$ cat src/rtl/fft_ofdm_pkg.sv
// ============================================================================
// Module   : fft_ofdm_pkg
// Purpose  : Shared sizes, complex-bin type and index helpers for the FFT/OFDM path.
// Revision : 1.0
// ============================================================================
`default_nettype none

package fft_ofdm_pkg;

  localparam int N     = 16;
  localparam int BINS  = 16;
  localparam int IDX_W = 4;

  typedef struct packed {
    logic signed [N-1:0] re;
    logic signed [N-1:0] im;
  } cplx_t;

  function automatic logic [IDX_W-1:0] bitrev(input logic [IDX_W-1:0] idx);
    logic [IDX_W-1:0] r;
    for (int b = 0; b < IDX_W; b++) begin
      r[b] = idx[IDX_W-1-b];
    end
    return r;
  endfunction

endpackage

`default_nettype wire

$ cat src/rtl/fft_frame_bank.sv
// ============================================================================
// Module   : fft_frame_bank
// Purpose  : One frame of BINS complex bins, parallel load, combinational indexed read.
// Revision : 1.0
// ============================================================================
`default_nettype none

module fft_frame_bank
  import fft_ofdm_pkg::*;
(
  input  logic                clk_i,
  input  logic                load_i,
  input  logic [BINS*N-1:0]   bins_re_i,
  input  logic [BINS*N-1:0]   bins_im_i,
  input  logic [IDX_W-1:0]    rd_idx_i,
  output logic [2*N-1:0]      rd_data_o
);

  cplx_t mem_q [BINS];

  // Payload registers need no reset: the owner's full flag decides whether they are visible.
  always_ff @(posedge clk_i) begin
    if (load_i) begin
      for (int k = 0; k < BINS; k++) begin
        mem_q[k].re <= bins_re_i[k*N +: N];
        mem_q[k].im <= bins_im_i[k*N +: N];
      end
    end
  end

  assign rd_data_o = mem_q[rd_idx_i];

endmodule

`default_nettype wire

$ cat src/rtl/fft_bin_serializer.sv
// ============================================================================
// Module   : fft_bin_serializer
// Purpose  : Captures a 16-bin FFT frame into ping-pong banks and streams it out beat by beat.
// Revision : 1.0
// ============================================================================
`default_nettype none

module fft_bin_serializer
  import fft_ofdm_pkg::*;
#(
  parameter int BITREV = 0
) (
  input  logic                i_clk,
  input  logic                i_rst,
  input  logic [BINS*N-1:0]   i_bins_re,
  input  logic [BINS*N-1:0]   i_bins_im,
  input  logic                i_frame_done,
  output logic [2*N-1:0]      o_data,
  output logic                o_valid,
  input  logic                i_ready,
  output logic [IDX_W-1:0]    o_index,
  output logic                o_last,
  output logic                o_overflow,
  output logic [7:0]          o_drop_cnt
);

  localparam logic [IDX_W-1:0] LAST_IDX = IDX_W'(BINS - 1);

  logic [1:0]       full_q, full_d;
  logic             wr_bank_q, wr_bank_d;
  logic             rd_bank_q, rd_bank_d;
  logic [IDX_W-1:0] idx_q, idx_d;
  logic             ovf_q, ovf_d;
  logic [7:0]       drop_cnt_q, drop_cnt_d;

  logic [IDX_W-1:0] rd_idx;
  logic [1:0]       load;
  logic [2*N-1:0]   bank_data [2];
  logic             xfer, rel, free, capture;

  generate
    for (genvar b = 0; b < 2; b++) begin : g_bank
      fft_frame_bank u_bank (
        .clk_i     (i_clk),
        .load_i    (load[b]),
        .bins_re_i (i_bins_re),
        .bins_im_i (i_bins_im),
        .rd_idx_i  (rd_idx),
        .rd_data_o (bank_data[b])
      );
    end
  endgenerate

  assign rd_idx     = (BITREV != 0) ? bitrev(idx_q) : idx_q;
  assign o_valid    = full_q[rd_bank_q];
  assign o_data     = o_valid ? bank_data[rd_bank_q] : '0;
  assign o_index    = rd_idx;
  assign o_last     = o_valid && (idx_q == LAST_IDX);
  assign o_overflow = ovf_q;
  assign o_drop_cnt = drop_cnt_q;

  always_comb begin
    xfer       = o_valid && i_ready;
    rel        = xfer && (idx_q == LAST_IDX);
    // A bank being released this cycle may be refilled in the same cycle.
    free       = !full_q[wr_bank_q] || (rel && (rd_bank_q == wr_bank_q));
    capture    = i_frame_done && free && !i_rst;
    load       = 2'b00;
    load[wr_bank_q] = capture;

    full_d     = full_q;
    wr_bank_d  = wr_bank_q;
    rd_bank_d  = rd_bank_q;
    idx_d      = idx_q;
    ovf_d      = i_frame_done && !free;
    drop_cnt_d = drop_cnt_q;

    if (ovf_d && (drop_cnt_q != 8'hFF)) begin
      drop_cnt_d = drop_cnt_q + 8'd1;
    end
    if (xfer) begin
      idx_d = rel ? '0 : idx_q + IDX_W'(1);
    end
    if (rel) begin
      full_d[rd_bank_q] = 1'b0;
      rd_bank_d         = !rd_bank_q;
    end
    if (capture) begin
      full_d[wr_bank_q] = 1'b1;
      wr_bank_d         = !wr_bank_q;
    end
  end

  always_ff @(posedge i_clk) begin
    if (i_rst) begin
      full_q     <= 2'b00;
      wr_bank_q  <= 1'b0;
      rd_bank_q  <= 1'b0;
      idx_q      <= '0;
      ovf_q      <= 1'b0;
      drop_cnt_q <= 8'd0;
    end else begin
      full_q     <= full_d;
      wr_bank_q  <= wr_bank_d;
      rd_bank_q  <= rd_bank_d;
      idx_q      <= idx_d;
      ovf_q      <= ovf_d;
      drop_cnt_q <= drop_cnt_d;
    end
  end

endmodule

`default_nettype wire

$ cat config.mk
export PLATFORM = sky130hd
export DESIGN_NAME = fft_bin_serializer
export DESIGN_NICKNAME = d
export VERILOG_FILES = /design/src/rtl/fft_ofdm_pkg.sv /design/src/rtl/fft_frame_bank.sv /design/src/rtl/fft_bin_serializer.sv
export SDC_FILE = /design/constraint.sdc
export NUM_CORES = 1
export LEC_CHECK = 0
export CORE_MARGIN = 2
export CORE_UTILIZATION = 30
export CTS_CLUSTER_SIZE = 12
export DETAILED_ROUTE_END_ITERATION = 6
export PLACE_DENSITY = 0.46
export SLEW_MARGIN = 20
export SYNTH_ARGS = -nofsm -noshare
export SYNTH_HDL_FRONTEND = slang
export SYNTH_SLANG_ARGS = --single-unit
$ cat constraint.sdc
create_clock -name i_clk -period 136.4 [get_ports i_clk]
set_input_delay 20.46 -clock i_clk [delete_from_list [all_inputs] [get_ports i_clk]]
set_output_delay 20.46 -clock i_clk [all_outputs]
set_load 0.1 [all_outputs]
==> out/results.ini <==
[run_status]
status = finished, final reports clean

[power_and_ir_drop]
power.density_mw_per_mm2 = 13.8
power.leakage_nw = 15.6
p_total_mw = 0.707
peakVddDrop_mv = 0.0134

[timing]
fin_crit_sh_pct = 19.7
slew_headroom_pct = 26.0
setup_violations = 0
layout_min_cycle_time_ns = 26.88
finClkSkew_ns = 0.0250
hold_ws_ns = 0.522
fmaxAchievable_ghz = 0.0372
rsz0062_at_grt = false
finalHoldViolations = 0
worst_slew_pin_slew_ns = 1.11
drv_slew = 0
setup_tns_ns = 0
setup_ws_ns = 109.52

[logic_synthesis]
yosysUniqueCellTypes = 38
ys_ff_latch = 1045
synth_cells = 1706
synth_edf_count = 1024
syn-num-nets = 2224
synthesis.area_mm2 = 0.0399
ys_seq_area_share_pct = 78.1
synth-main-ff-cell = edfxtp_1
async_reset_ff_share_pct = 0
postSynthAreaPerCell_um2 = 23.4
ys_warn_count = 0

[die]
ioPinCount = 563
die_area_mm2 = 0.136
start_util_pct = 30.3
die_w_um = 369
die_height_um = 369
placementRows = 133
core_area_mm2 = 0.132

[drt]
drtPass1Iterations = 5
wl_per_cell_um = 26.5
routed.top_layer = met5
dr_wl_met3_mm = 9.69
drc_errors = 0
via_count = 20000
wl_met1_mm = 43.3
vias_per_cell = 4.78
ant_nets = 0
drt_iter0_markers = 1498
wl_mm = 111
routed-wl-met2_mm = 54.6

[hold_path]
worstHoldStart = o_index[1]$_SDFFE_PP0N_
hold_path_class = flip-flop to flip-flop

[global_routing]
grt_pass1_vias = 22100
grt_overflow = 0
grtUsageTotal_pct = 16.1
antenna_found_initial = 65
grt_max_degree = 176
grt_pass1_wl_mm = 157

[worst_setup_path]
path_max_fanout = 47
cp_slowest_cell = clkdlybuf4s50_1
worstPathArrival_ns = 6.42
reg2reg_slack_ns = 130.70
cp.required_ns = 115.94
slowest_delay_ns = 1.01
crit_top_cell = buf_4
crit_type = flip-flop to primary output
cp-end-kind = primary output
startpoint_type = flip-flop
path_cells = buf_4 > buf_4 > buf_4 > mux4_2 > mux2i_1 > nor2_1 > a221oi_1 > a21oi_1 > clkdlybuf4s50_1
rr_startpoint = rd_bank_q$_SDFFE_PP0P_

[cells_and_area]
fill_cells = 11900
fin_util_pct = 38.8
multi_input_area_mm2 = 0.00823
post_layout_nonfiller_instances = 4176
finalInstanceArea_mm2 = 0.0511
synthToLayoutAreaGrowth_pct = 27.9
regArea_mm2 = 0.0312
layout-drive-gt1-share_pct = 22.3
nNetsFinal = 2834

[cts]
cts.sinks = 1045
cts_tree = yes
ctsRootBufferMaster = clkbuf_16
clkLatencyLatePin_ns = 0.73
h-tree-depth = 3
clockBufferDepth = 3
clk_pin_slew_ns = 0.06
cts_hold_buf = 0
cts_resized = 0
cts_setup_buffers = 0
cts_buffers = 114

[place]
dpl_worst_slack_ns = 110.01
placed_cell_area_mm2 = 0.0475
numPortBuffers = 562
hpwl_mm = 72.5
placed_cells = 3955
gp_congestion = 0.785

[job]
maxCapViolCount = 0

==> layout make-up <==
| cell class | instances | area share [%] |
|---|---|---|
| clock inverters | 62 | 0.933 |
| inverters | 6 | 0.0441 |
| multi-input cells | 558 | 16.1 |
| well taps | 1755 | 4.30 |
| repair buffers | 591 | 11.5 |
| clock buffers | 142 | 5.97 |
| diodes | 17 | 0.0833 |
| flip-flops and latches | 1045 | 61.0 |
==> worst max-delay path, delay by kind of cell, from the launching register on <==
kind,cells,cell delay (ns)
mux,2,0.75
flops,1,0.83
simple gates,1,0.07
compound gates,2,0.40
buf+inv,4,3.47
==> synthesized netlist by cell type, types with 7 or more instances <==
master | n | share of area [%]
nor2_1 | 30 | 0.28
a21oi_1 | 45 | 0.56
buf_6 | 19 | 0.54
a221oi_2 | 7 | 0.26
buf_2 | 34 | 0.43
dfxtp_1 | 21 | 1.1
mux2i_1 | 25 | 0.63
buf_1 | 8 | 0.075
a221oi_1 | 25 | 0.55
mux2_2 | 71 | 2.0
nand2_1 | 12 | 0.11
clkbuf_1 | 34 | 0.32
mux4_2 | 256 | 14
edfxtp_1 | 1024 | 77
o221ai_1 | 32 | 0.70
nand3_1 | 9 | 0.11
==> layout by cell type, fill, tap and decap left out, types with 16 or more instances in the layout <==
cell type,n
clkinv_1,24
diode_2,17
clkbuf_1,22
clkbuf_16,117
clkinv_2,25
mux4_2,256
dfxtp_1,16
a21oi_1,45
a221oi_1,25
mux2i_1,25
edfxtp_1,1024
buf_4,26
o221ai_1,32
clkdlybuf4s50_1,562
mux2_2,70
nor2_1,29
==> state kept, by name (all words and copies together) (netlist names), named ones only <==
signal	cells
g_bank.u_bank.mem_q	1024
o_drop_cnt	8
o_overflow	1
full_q	2
rd_bank_q	1
o_index	4
wr_bank_q	1
==> metal layers <==
| metal | up-vias | track usage [%] |
|---|---|---|
| met4 | 92 | 4.87 |
| met2 | 636 | 26.8 |
| li1 | 8582 | - |
| met1 | 10400 | 19.1 |
| met3 | 234 | 6.61 |
| met5 | - | 0 |
==> final timing paths <==
check,endpoint,cells after the start
setup / recovery,o_data[15],9
setup reg to reg,g_bank[1].u_bank.mem_q[0][16]$_DFFE_PP_,6
hold reg to reg,flip-flop,2
hold / removal,flip-flop,2
==> where the power goes <==
part           internal, mW  leakage [nW]  switching [mW]
clock                 0.170          1.73           0.123
combinational        0.0226          4.37          0.0231
sequential            0.365          9.53         0.00296
total                 0.558          15.6           0.149
==> logic make-up (layout without fill, tap and decap cells) <==
logic type | Yosys count | after routing | share of synthesized area (%)
adders and majority gates | 2 | 2 | 0.0627
other | 0 | 17 | 0
xor gates and xnor gates | 2 | 2 | 0.0439
buffers and inverters | 103 | 801 | 1.45
muxes | 355 | 355 | 17.2
and+or+nand+nor | 76 | 76 | 0.918
AOI/OAI and AO/OA | 123 | 123 | 2.31
DFF | 1045 | 1045 | 78.1
No activity file was read; power rests on OpenSTA's default activity.
